==> config.mk <==
export PLATFORM = sky130hd
export DESIGN_NAME = mem_stage_sram_ctrl
export DESIGN_NICKNAME = d
export VERILOG_FILES = /design/src/rtl/mem_stage_sram_ctrl.sv
export SDC_FILE = /design/constraint.sdc
export NUM_CORES = 1
export LEC_CHECK = 0
export CAP_MARGIN = 20
export CELL_PAD_IN_SITES_DETAIL_PLACEMENT = 0
export CELL_PAD_IN_SITES_GLOBAL_PLACEMENT = 1
export CORE_MARGIN = 3
export CORE_UTILIZATION = 23
export DETAILED_ROUTE_END_ITERATION = 10
export HOLD_SLACK_MARGIN = 0.15
export PLACE_DENSITY_LB_ADDON = 0.08
export SKIP_LAST_GASP = 1
export SYNTH_ARGS = -nofsm -noshare
export SYNTH_HDL_FRONTEND = slang
export SYNTH_SLANG_ARGS = --single-unit
==> constraint.sdc <==
create_clock -name clk -period 1.77 [get_ports clk]
set_input_delay 0.177 -clock clk [delete_from_list [all_inputs] [get_ports clk]]
set_output_delay 0.177 -clock clk [all_outputs]
set_load 0.1 [all_outputs]
==> src/rtl/mem_stage_sram_ctrl.sv <==
// MEM stage of the 5-stage ARM pipeline: passes ALU results through to WB and
// performs 32-bit LDR/STR accesses on an external 16-bit SRAM as two halfword phases.
module mem_stage_sram_ctrl #(
    parameter int BASE_ADDR   = 1024,
    parameter int SRAM_AW     = 18,
    parameter int WAIT_CYCLES = 2
) (
    input  logic               clk,
    input  logic               rst,
    input  logic               wb_en_in,
    input  logic               mem_r_en_in,
    input  logic               mem_w_en_in,
    input  logic [31:0]        alu_result_in,
    input  logic [31:0]        st_val_in,
    input  logic [3:0]         dest_in,
    output logic [SRAM_AW-1:0] sram_addr,
    output logic [15:0]        sram_dq_out,
    output logic               sram_dq_oe,
    input  logic [15:0]        sram_dq_in,
    output logic               sram_we_n,
    output logic               ready,
    output logic               wb_en,
    output logic               mem_r_en,
    output logic [3:0]         dest,
    output logic [31:0]        alu_result,
    output logic [31:0]        mem_data
);
    localparam int CW = (WAIT_CYCLES < 2) ? 1 : $clog2(WAIT_CYCLES + 1);
    localparam logic [CW-1:0] LAST = CW'(WAIT_CYCLES);

    typedef enum logic [1:0] {IDLE, LO, HI, DONE} state_t;

    state_t             state;
    logic [CW-1:0]      cnt;
    logic               is_wr;
    logic [15:0]        rd_lo;
    logic [15:0]        rd_hi;
    logic               req;
    logic               wr_req;
    logic [SRAM_AW-2:0] widx;
    logic [CW-1:0]      cnt_nx;
    logic               strobe_nx;

    assign req       = mem_r_en_in | mem_w_en_in;
    assign wr_req    = mem_w_en_in & ~mem_r_en_in;
    assign widx      = (SRAM_AW-1)'((alu_result_in - 32'(BASE_ADDR)) >> 2);
    assign cnt_nx    = cnt + 1'b1;
    assign strobe_nx = is_wr & (cnt_nx < LAST);
    assign ready     = rst | ~req | (state == DONE);

    // SRAM pins are registered from next-state decisions so they line up with state/cnt.
    always_ff @(posedge clk) begin
        if (rst) begin
            state       <= IDLE;
            cnt         <= '0;
            is_wr       <= 1'b0;
            rd_lo       <= '0;
            rd_hi       <= '0;
            sram_addr   <= '0;
            sram_dq_out <= '0;
            sram_dq_oe  <= 1'b0;
            sram_we_n   <= 1'b1;
            wb_en       <= 1'b0;
            mem_r_en    <= 1'b0;
            dest        <= '0;
            alu_result  <= '0;
            mem_data    <= '0;
        end else begin
            case (state)
                IDLE: begin
                    if (req) begin
                        state       <= LO;
                        cnt         <= '0;
                        is_wr       <= wr_req;
                        sram_addr   <= {widx, 1'b0};
                        sram_dq_out <= st_val_in[15:0];
                        sram_dq_oe  <= wr_req;
                        sram_we_n   <= ~wr_req;
                    end
                end
                LO: begin
                    if (cnt == LAST) begin
                        state       <= HI;
                        cnt         <= '0;
                        if (!is_wr) rd_lo <= sram_dq_in;
                        sram_addr   <= {widx, 1'b1};
                        sram_dq_out <= st_val_in[31:16];
                        sram_we_n   <= ~is_wr;
                    end else begin
                        cnt       <= cnt_nx;
                        sram_we_n <= ~strobe_nx;
                    end
                end
                HI: begin
                    if (cnt == LAST) begin
                        state      <= DONE;
                        cnt        <= '0;
                        if (!is_wr) rd_hi <= sram_dq_in;
                        sram_we_n  <= 1'b1;
                        sram_dq_oe <= 1'b0;
                    end else begin
                        cnt       <= cnt_nx;
                        sram_we_n <= ~strobe_nx;
                    end
                end
                DONE:    state <= IDLE;
                default: state <= IDLE;
            endcase

            // MEM/WB register: a stalled cycle becomes a bubble.
            if (ready) begin
                wb_en      <= wb_en_in;
                mem_r_en   <= mem_r_en_in;
                dest       <= dest_in;
                alu_result <= alu_result_in;
                mem_data   <= {rd_hi, rd_lo};
            end else begin
                wb_en    <= 1'b0;
                mem_r_en <= 1'b0;
            end
        end
    end
endmodule

-- Word level (Yosys, flattened, before mapping)
Cells that the tools add are included.
Widths: inputs -> output; s select.
- register bits after elaboration: 143
- input bits: 89
- output and inout bits: 107
- add/subtract/negate cells: 2
- $lt $le $gt $ge: 1
- eq/ne operators: 7
- muxes and demuxes: 20
- bitwise gates (word level): 11
- reductions and logical operators: 15
- operator list (kind ; count):
    $mux 18 ; 2
    $pmux 18 s2 ; 1
    $mux 16 ; 2
    $pmux 16 s2 ; 1
    $sub 19x11->19 const B ; 1
    $reduce_and 3->1 ; 5
    $mux 2 ; 5
    $pmux 2 s4 ; 1
    $eq 2x2->1 const B ; 3
    $ne 2x2->1 const B ; 3
    $not 1->1 ; 6
    $reduce_and 2->1 ; 3
    $reduce_bool 2->1 ; 3
    $mux 1 ; 5
    $pmux 2 s2 ; 1
    $reduce_or 2->1 ; 2
    $or 1x1->1 ; 3
    $pmux 1 s3 ; 1
    $reduce_bool 3->1 ; 1
    $add 2x1->2 const B ; 1
    $and 1x1->1 ; 2
    $eq 2x1->1 const B ; 1
    $logic_not 2->1 ; 1
    $lt 2x2->1 const B ; 1
    $pmux 1 s2 ; 1

-- Depth between registers and ports, before layout
Gate-level depths: netlist (run 1).
- depth in word-level cells: 6
- depth in mapped cells: 8

-- Worst setup path after synthesis (run 1)
OpenSTA, ideal clock, no wires.
- path kind: flip-flop to output port
- start point: register state[0]
- end point: output port ready
- data arrival time: 1765 ps
- path slack: -172 ps
- stages on the path, launching flop included: 6
- buffers on the path: 2
- cells stage by stage: dfxtp_1 > ha_1 > nor3_2 > clkbuf_1 > buf_2 > inv_1
- word-level cells in the longest chain between the ends: 2
- RTL lines (item ; RTL line ; text):
    start: declaration ; 33 ; state_t state;
    start signal: assignment ; 54 ; state <= IDLE;
    start signal: assignment ; 72 ; state <= LO;
    start signal: assignment ; 83 ; state <= HI;
    $eq 2x2->1 ; 49 ; assign ready = rst | ~req | (state == DONE);
    $or 1x1->1 ; 49 ;
    end: declaration ; 21 ; output logic ready,
No other way between the ends.

-- Worst setup path after layout (run 1)
Same ends and word-level chain as after synthesis.

==> results of run 1 <==
-- cell type report --
cell class | count | area, sq um
Fill cell | 2217 | 13900
Inverter | 8 | 33.8
Tap cell | 280 | 350
Multi-Input combinational cell | 323 | 2160
Clock buffer | 19 | 453
Timing Repair Buffer | 237 | 2140
Clock inverter | 11 | 116
Sequential cell | 143 | 2870
-- path summary, 6_finish.rpt --
kind | start | to | slack [ns] | depth (start not counted)
min | rst | sram_we_n | 0.18 | 3
max reg2reg | state[0] | sram_addr[15] | 0.07 | 6
min reg2reg | rd_hi[3] | rd_hi[3] | 0.45 | 2
max | state[0] | ready | -0.02 | 5
-- power by group --
group | internal (W) | switching (W)
Combinational | 0.00193 | 0.00485
Clock | 0.00212 | 0.00137
Sequential | 0.00372 | 0.000295
Total | 0.00777 | 0.00652
-- critical path, stage by stage, from the launching register on --
cell	delay, ns
sky130_fd_sc_hd__dfxtp_2	0.35
sky130_fd_sc_hd__ha_4	0.19
sky130_fd_sc_hd__nor3_4	0.27
sky130_fd_sc_hd__buf_12	0.15
sky130_fd_sc_hd__clkinvlp_4	0.08
sky130_fd_sc_hd__buf_12	0.17
-- logic make-up after synthesis --
| family | share of synthesized area [%] |
|---|---|
| AOI/OAI and AO/OA | 25.5 |
| adders and majority gates | 2.17 |
| DFF | 55.0 |
| and+or+nand+nor | 9.12 |
| xor gates and xnor gates | 0.337 |
| buffers and inverters | 4.07 |
| muxes | 3.75 |
-- repair_timing --
action	CTS	global route
buffers inserted	2	0
pin swaps	1	1
hold buffers	0	0
resized for setup	3	4
endpoints found under the setup margin	17	54
-- per-stage QoR --
step           worst slack (ns)  setup TNS, ns
2_1_floorplan          -0.00646       -0.00646
3_3_place_gp             -0.202         -0.676
3_5_place_dp             -0.277          -1.60
4_1_cts                 -0.0891         -0.597
5_1_grt                  -0.122         -0.154
6_report                -0.0188        -0.0188
-- per-layer routing --
layer  routed length, um  global-route usage [%]  up-vias  part of all wire, %
met5                   0                       0        -                    0
met4                 190                    4.04        0                  1.1
met3                 989                    4.20       10                  5.8
met2                8480                    23.7      121                   49
met1                7470                    17.3     2257                   44
li1                    -                       -     2318                    -
-- cells in the final DEF, fill, tap and decap left out, types with 2 or more instances in the layout --
master and n:
sky130_fd_sc_hd__a311oi_1 6, sky130_fd_sc_hd__nand3b_1 2, sky130_fd_sc_hd__clkbuf_16 17, sky130_fd_sc_hd__mux2i_1 17, sky130_fd_sc_hd__clkinvlp_4 4, sky130_fd_sc_hd__a22o_1 67
sky130_fd_sc_hd__o21bai_1 2, sky130_fd_sc_hd__o21ai_0 15, sky130_fd_sc_hd__inv_1 6, sky130_fd_sc_hd__ha_1 7, sky130_fd_sc_hd__or3_1 2, sky130_fd_sc_hd__a21oi_1 72
sky130_fd_sc_hd__buf_4 137, sky130_fd_sc_hd__o31ai_1 2, sky130_fd_sc_hd__nand2b_1 2, sky130_fd_sc_hd__clkbuf_8 2, sky130_fd_sc_hd__buf_12 12, sky130_fd_sc_hd__or4_4 2
sky130_fd_sc_hd__dfxtp_1 141, sky130_fd_sc_hd__bufinv_16 2, sky130_fd_sc_hd__clkinv_2 5, sky130_fd_sc_hd__nand3_1 12, sky130_fd_sc_hd__dfxtp_2 2, sky130_fd_sc_hd__nand2_1 64
sky130_fd_sc_hd__nor2_1 4, sky130_fd_sc_hd__a211oi_1 20, sky130_fd_sc_hd__clkdlybuf4s50_1 87
-- sequential cells by signal, indices dropped and copies added, names as in the netlist --
register,flops
alu_result,32
mem_data,32
sram_addr,18
rd_hi,16
rd_lo,16
sram_dq_out,16
dest,4
cnt,2
state,2
is_wr,1
mem_r_en,1
sram_dq_oe,1
sram_we_n,1
wb_en,1
==> results.md, run 1 <==
• data required time of the worst path: 1.59 ns
• Power Density: 1760 nW/um^2
• final standard cell area without fillers: 8120 sq um
• maximum number of pins on one net before global-route repair: 41
• post-synthesis async set-or-reset flop share: 0%
• starting density of the core: 23.6%
• Max transition margin: 70.6%
• per-cell routed wire length: 16.8 um
• wire length of the first global-routing pass: 26.8 mm
• count of buffers from port buffering: 195
• Avg Vias per Cell: 4.61
• cell area after placement: 7520 sq um
• critical path class: flip-flop to primary output
• top cells by count, synth: sky130_fd_sc_hd__dfxtp_1, sky130_fd_sc_hd__a21oi_1, sky130_fd_sc_hd__a22o_1
• slew at the pin with the worst max-slew slack: 0.442 ns
• HPWL after detailed placement: 12.0 mm
• Final Net Count: 828
• top-area cell type share of the netlist area: 55.0%
• most used flip-flop cell after synthesis: sky130_fd_sc_hd__dfxtp_1
• Synthesized Nets: 617
• crit path max fanout: 5
• status: finished with violations
• number of distinct library cells after synthesis: 43
• final weighted congestion in routability-driven placement: 0.780
• die boundary width: 156 um
• global route total overflow: 0
• final non-filler cell total: 1021
• mean cell area of the mapped netlist: 10.0 sq um
• unrepaired setup endpoints after global routing: yes
• Die Y-Extent: 156 um
• share of cells above drive strength 1: 26.9%
• failing checks: setup timing
• Clock Sinks: 143
• final routed wirelength across all metal layers: 17.1 mm
• Die Area: 24500 sq um
• total of flip-flops plus latches after synthesis: 143
• CORE AREA: 22000 sq um
• Maximum Capacitance Violations: 0
• CTS Buf Count: 17
• Mapped Area: 5200 sq um
• routed vias: 4706
• total inserted antenna cells: 0
• final worst path period need: 1.79 ns
• maximum frequency from static timing analysis: 559 MHz
• type of element launching the critical path: flip-flop
• power consumption: 0.0143 W
• number of cells produced by synthesis: 519
• clock buffer depth: 2
• Final Worst Setup Slack: -0.0188 ns
• DRC Markers: 0
• H-tree depth: 4
• Top-Level Pins: 196
• reported leakage power: 3.27 nW
• Util after Layout: 36.9%
• most frequently used cell type in the post-synthesis netlist: sky130_fd_sc_hd__dfxtp_1
• Worst-path clk slew: 0.06 ns
• Worst Skew: 0.00672 ns
• worst min path class: input port to flip-flop
• Std-Cell Rows: 54
• initial antenna violation count: 0
• final worst-path cycle share: 101%
• TritonCTS clock tree: yes
• top area cells in the synthesized netlist: sky130_fd_sc_hd__dfxtp_1, sky130_fd_sc_hd__a22o_1, sky130_fd_sc_hd__a21oi_1, sky130_fd_sc_hd__nand2_1, sky130_fd_sc_hd__mux2i_1
• number of detailed-route iterations in the first pass: 4
• initial drt markers: 155
• Post-DRT Antenna Nets: 0
• clock insertion delay at the later pin of the skew report: 0.41 ns
• combined global-route utilization of all metal layers: 14.0%
• critical path arrival: 1.61 ns
• number of global-route vias before repair: 4753
• Final Slew Violations: 0
• sequential share of the synthesized area: 55.0%
• final hold violation count: 0
• peak supply drop: 1.59 mV
• type of element capturing the critical path: primary output
• number of failing setup endpoints in the final timing report: 1
• cell accounting for the most synthesized area: sky130_fd_sc_hd__dfxtp_1
• smallest hold slack: 0.183 ns
• number of cells after detailed placement: 989
• Synth warnings: 0
• Root Driver: sky130_fd_sc_hd__clkbuf_16
• number of enable flip-flop cells after synthesis: 0
• relative area change from synthesis to final layout: 56.1%
No activity file was read; power rests on OpenSTA's default activity.
==> inputs of run 2 (changes only) <==
--- a/config.mk
+++ b/config.mk
@@ -8,6 +8,7 @@
 export CAP_MARGIN = 20
 export CELL_PAD_IN_SITES_DETAIL_PLACEMENT = 0
 export CELL_PAD_IN_SITES_GLOBAL_PLACEMENT = 1
+export CORE_ASPECT_RATIO = 1.5
 export CORE_MARGIN = 3
 export CORE_UTILIZATION = 23
 export DETAILED_ROUTE_END_ITERATION = 10
==> results.md, run 2 (synthesized netlist as in run 1, its figures left out) <==
• status: finished with violations
• failing checks: setup timing
• Die Y-Extent: 190 um
• CORE AREA: 22000 sq um
• leading cell type in the layout, fill and taps excluded: sky130_fd_sc_hd__buf_4
• Max transition margin: 60.8%
• cell with the biggest individual delay on the critical path: sky130_fd_sc_hd__dfxtp_4
• Top-Level Pins: 196
• Post-DRT Antenna Nets: 0
• number of buffer and inverter instances along the worst setup path: 4
• number of failing setup endpoints in the final timing report: 1
• FF/Latch Area: 2870 sq um
• Clock Sinks: 143
• final hold violation count: 0
• final weighted congestion in routability-driven placement: 0.757
• data required time of the worst path: 1.59 ns
• critical path class: flip-flop to primary output
• number of detailed-route iterations in the first pass: 4
• H-tree depth: 4
• clock buffer depth: 2
• initial drt markers: 189
• registers with the most flip-flops: alu_result: 32 flops, mem_data: 32 flops, sram_addr: 18 flops
• routed vias: 4791
• Die Area: 24500 sq um
• Worst Setup Slack post-DPL: -0.329 ns
• Final Slew Violations: 0
• Final Net Count: 846
• global route total overflow: 0
• Worst Skew: 0.0178 ns
• count of buffers from port buffering: 195
• unrepaired setup endpoints after global routing: yes
• type of element launching the critical path: flip-flop
• Worst-path clk slew: 0.06 ns
• worst reg2reg startpoint: state[0]
• reported leakage power: 3.43 nW
• Power Density: 1820 nW/um^2
• kind of cell with the highest combined delay on the critical path: buffers and inverters
• share of cells above drive strength 1: 31.7%
• crit path max fanout: 3
• die boundary width: 129 um
• TritonCTS clock tree: yes
• area of the multi-input gates: 2290 sq um
• Total Neg Setup Slack: -0.0295 ns
• starting density of the core: 23.7%
• Avg Vias per Cell: 4.64
• chain of cells forming the critical path: buf_6, ha_4, nor3_4, buf_6, clkinvlp_4, buf_12
• Std-Cell Rows: 66
• CP dominant cell by count: sky130_fd_sc_hd__buf_6
• Worst Hold Launch: mem_r_en_in
• worst min path class: input port to flip-flop
• maximum number of pins on one net before global-route repair: 39
• type of element capturing the critical path: primary output
• Final Worst Setup Slack: -0.0295 ns
• combined global-route utilization of all metal layers: 14.3%
• number of stages on the worst hold path: 4
• DRC Markers: 0
• setup slack of the most critical reg-to-reg path: 0.01 ns
• final worst-path cycle share: 102%
• CTS Buf Count: 17
• Filler Cells Inserted: 2216
• slew at the pin with the worst max-slew slack: 0.588 ns
• top library cells by usage in the layout, fill and taps aside: sky130_fd_sc_hd__buf_4, sky130_fd_sc_hd__dfxtp_1, sky130_fd_sc_hd__clkdlybuf4s50_1
• critical path startpoint: state[0]
• final worst path period need: 1.80 ns
• peak supply drop: 1.40 mV
• per-cell routed wire length: 17.7 um
• Maximum Capacitance Violations: 0
• maximum frequency from static timing analysis: 556 MHz
• Root Driver: sky130_fd_sc_hd__clkbuf_16
• delay of the slowest cell on the worst path: 0.35 ns
• clock insertion delay at the later pin of the skew report: 0.43 ns
• Worst Hold End: is_wr
• critical path arrival: 1.62 ns
• number of global-route vias before repair: 4880
• relative area change from synthesis to final layout: 63.0%
• wire length of the first global-routing pass: 27.0 mm
• reg-to-reg endpoint: sram_addr[12]
• initial antenna violation count: 1
• final routed wirelength across all metal layers: 18.3 mm
• r2r worst-path depth: 7
• HPWL after detailed placement: 12.8 mm
run 2: area by class of cell:
class                           count  share of cell area, %
Tap cell                          272                   4.01
Sequential cell                   143                   33.8
Antenna cell                        1                 0.0295
Clock buffer                       24                   6.04
Clock inverter                      7                  0.900
Inverter                            8                  0.398
Multi-Input combinational cell    324                   27.0
Timing Repair Buffer              254                   27.8
run 2: layer usage:
layer,global-route usage (%),wire length [um]
met2,25.8,9620
met1,15.7,7460
met3,4.24,943
met4,4.73,233
met5,0,0
run 2: worst register-to-register path, delay by kind of cell (launching register included):
kind / cells / cell delay (ns)
compound gates: 2 / 0.35
fa+ha+maj: 1 / 0.18
buf+inv: 3 / 0.48
flops: 1 / 0.35
mux: 1 / 0.30
run 2: timing repair:
action,CTS,global route
resized for setup,19,31
endpoints found under the setup margin,43,35
pin swaps,2,4
endpoints found under the hold margin,1,0
hold buffers,1,0
gates cloned,1,5
setup buffers,3,6
run 2: where the power goes:
part,switching (W),leakage [nW],internal (W)
Clock,0.00140,0.285,0.00216
Sequential,0.000327,1.17,0.00372
Combinational,0.00522,1.97,0.00258
run 2: worst max path at each step:
stage,slack (ns),depth (start not counted),end
after floorplan,-0.006,5,ready
after global placement,-0.19,6,sram_addr[15]
after detailed placement,-0.33,5,sram_addr[12]
after CTS,-0.08,6,ready
after global routing,-0.11,6,ready
final,-0.03,6,ready
run 2: stage by stage:
step / cells / utilization (%) / cell area, sq um / hold WS [ns] / total power, W
3_5_place_dp: 986 / 34.2 / 7510 / 0.446 / 0.0109
5_1_grt: 1033 / 38.6 / 8480 / 0.304 / 0.0161
4_1_cts: 1022 / 37.5 / 8230 / 0.308 / 0.0147
3_3_place_gp: 986 / 34.2 / 7510 / 0.442 / 0.0108
6_report: 1033 / 38.6 / 8480 / 0.251 / 0.0154
2_1_floorplan: 519 / - / 5230 / 0.273 / 0.00891
==> inputs of run 3 (changes only) <==
--- a/config.mk
+++ b/config.mk
@@ -9,8 +9,8 @@
 export CELL_PAD_IN_SITES_DETAIL_PLACEMENT = 0
 export CELL_PAD_IN_SITES_GLOBAL_PLACEMENT = 1
 export CORE_ASPECT_RATIO = 1.5
-export CORE_MARGIN = 3
-export CORE_UTILIZATION = 23
+export CORE_UTILIZATION = 29
+export CTS_CLUSTER_DIAMETER = 40
 export DETAILED_ROUTE_END_ITERATION = 10
 export HOLD_SLACK_MARGIN = 0.15
 export PLACE_DENSITY_LB_ADDON = 0.08
==> results.md, run 3 (synthesized netlist as in run 1, its figures left out) <==
• status: finished with violations
• failing checks: DRC
• chain of cells forming the critical path: ha_4, nor3_4, buf_12, clkinvlp_4, buf_12
• final worst path period need: 1.77 ns
• Clock Sinks: 143
• switching power total: 0.00657 W
• final worst-path cycle share: 99.9%
• CTS Buf Count: 17
• Die Y-Extent: 166 um
• CORE AREA: 17400 sq um
• registers with the most flip-flops: alu_result: 32 flops, mem_data: 32 flops, sram_addr: 18 flops
• type of element capturing the critical path: primary output
• number of failing setup endpoints in the final timing report: 0
• slew at the pin with the worst max-slew slack: 0.580 ns
• global route total overflow: 0
• critical path arrival: 1.59 ns
• final hold violation count: 0
• total inserted antenna cells: 0
• r2r worst-path depth: 6
• combined global-route utilization of all metal layers: 17.3%
• Worst-path clk slew: 0.06 ns
• setup slack of the most critical reg-to-reg path: 0.09 ns
• number of global-route vias before repair: 4753
• initial drt markers: 181
• cell with the biggest individual delay on the critical path: sky130_fd_sc_hd__dfxtp_2
• Maximum Capacitance Violations: 0
• DRC Markers: 16
• routed vias: 4695
• final weighted congestion in routability-driven placement: 0.771
• Filler Cells Inserted: 1707
• sequential share of power: 28.0%
• FF/Latch Area: 2870 sq um
• final routed wirelength across all metal layers: 15.6 mm
• peak supply drop: 1.57 mV
• H-tree depth: 4
• reported leakage power: 3.25 nW
• Top-Level Pins: 196
• Total Neg Setup Slack: 0 ns
• die boundary width: 111 um
• top library cells by usage in the layout, fill and taps aside: sky130_fd_sc_hd__dfxtp_1, sky130_fd_sc_hd__buf_4, sky130_fd_sc_hd__clkdlybuf4s50_1
• maximum number of pins on one net before global-route repair: 54
• per-cell routed wire length: 16.4 um
• clock insertion delay at the later pin of the skew report: 0.42 ns
• maximum frequency from static timing analysis: 565 MHz
• critical path class: flip-flop to primary output
• Power Density: 1790 nW/um^2
• power consumption: 0.0143 W
• area of the multi-input gates: 2170 sq um
• Internal: 0.00774 W
• worst min path class: input port to flip-flop
• clock buffer depth: 2
• wire length of the first global-routing pass: 25.1 mm
• Max transition margin: 61.3%
• count of buffers from port buffering: 195
• Worst Skew: 0.00838 ns
• final standard cell area without fillers: 8020 sq um
• number of detailed-route iterations in the first pass: 7
• part of the total power dissipated in combinational logic: 46.5%
• data required time of the worst path: 1.59 ns
• Avg Vias per Cell: 4.92
• Std-Cell Rows: 59
• CP dominant cell by count: sky130_fd_sc_hd__buf_12
• share of cells above drive strength 1: 27.2%
• starting density of the core: 29.9%
• net switching fraction of the power: 45.9%
• worst reg2reg startpoint: state[0]
• HPWL after detailed placement: 11.0 mm
• type of element launching the critical path: flip-flop
• Die Area: 18500 sq um
• TritonCTS clock tree: yes
• initial antenna violation count: 0
• delay of the slowest cell on the worst path: 0.35 ns
• crit path max fanout: 5
• cell area after placement: 7340 sq um
• Final Slew Violations: 0
• Final Net Count: 827
• leading cell type in the layout, fill and taps excluded: sky130_fd_sc_hd__dfxtp_1
• critical path startpoint: state[0]
• Root Driver: sky130_fd_sc_hd__clkbuf_16
• clock group share of total power: 25.5%
• Worst Hold Launch: wb_en_in
• relative area change from synthesis to final layout: 54.1%
• Post-DRT Antenna Nets: 0
• smallest hold slack: 0.326 ns
• unrepaired setup endpoints after global routing: yes
• number of stages on the worst hold path: 2
run 3: changes by cell type in the layout (fill, tap and decap cells not counted), sizes merged, moves of 2 or more:
cell           before  now
clkdlybuf4s50      85   87
inv                 8   15
buf               162  148
clkbuf             27   17
run 3: worst paths after layout:
kind,end
min reg2reg,rd_lo[6]
max reg2reg,sram_dq_out[13]
max,ready
min,wb_en
run 3: power by group through the flow:
stage | clock network [W] | registers, W | logic, W
2_1_floorplan | 0 | 0.00701 | 0.00190
3_3_place_gp | 0 | 0.00404 | 0.00660
3_5_place_dp | 0 | 0.00405 | 0.00665
4_1_cts | 0.00374 | 0.00399 | 0.00668
5_1_grt | 0.00391 | 0.00407 | 0.00701
6_report | 0.00364 | 0.00401 | 0.00666
run 3: critical path, delay by kind of cell, from the launching register on:
family	cells	cell delay, ns
buf+inv	3	0.39
flops	1	0.35
fa+ha+maj	1	0.19
simple gates	1	0.24
run 3: what timing repair did:
action	in CTS	in global routing
hold endpoints to repair	1	0
gates resized for setup	5	7
hold buffers	1	0
setup buffers	2	1
pin swaps	1	1
endpoints found under the setup margin	53	36
run 3: cell type report:
cell class	instances	area share, %
sequential	143	35.7
multi-input combinational	323	27.1
timing repair buffer	236	25.9
clock buffer	17	5.31
tap	213	3.33
clock inverter	15	2.19
inverter	8	0.421
run 3: through the flow:
step                      utilization (%)  setup WS (ns)  cells
after floorplan                         -       -0.00646    519
after global placement               42.2         -0.235    919
after detailed placement             42.2         -0.257    919
after CTS                            45.8        -0.0649    954
after global routing                 46.0        -0.0620    955
final                                46.0        0.00152    955
run 3: metal layers:
metal,GRT usage (%),share of wire [%],wire length (um),vias up
li1,-,-,-,2315
met1,18.6,40,6230,2244
met2,32.2,54,8490,121
met3,4.49,4.8,743,15
met4,6.23,1.1,179,0
met5,0,0,0,-
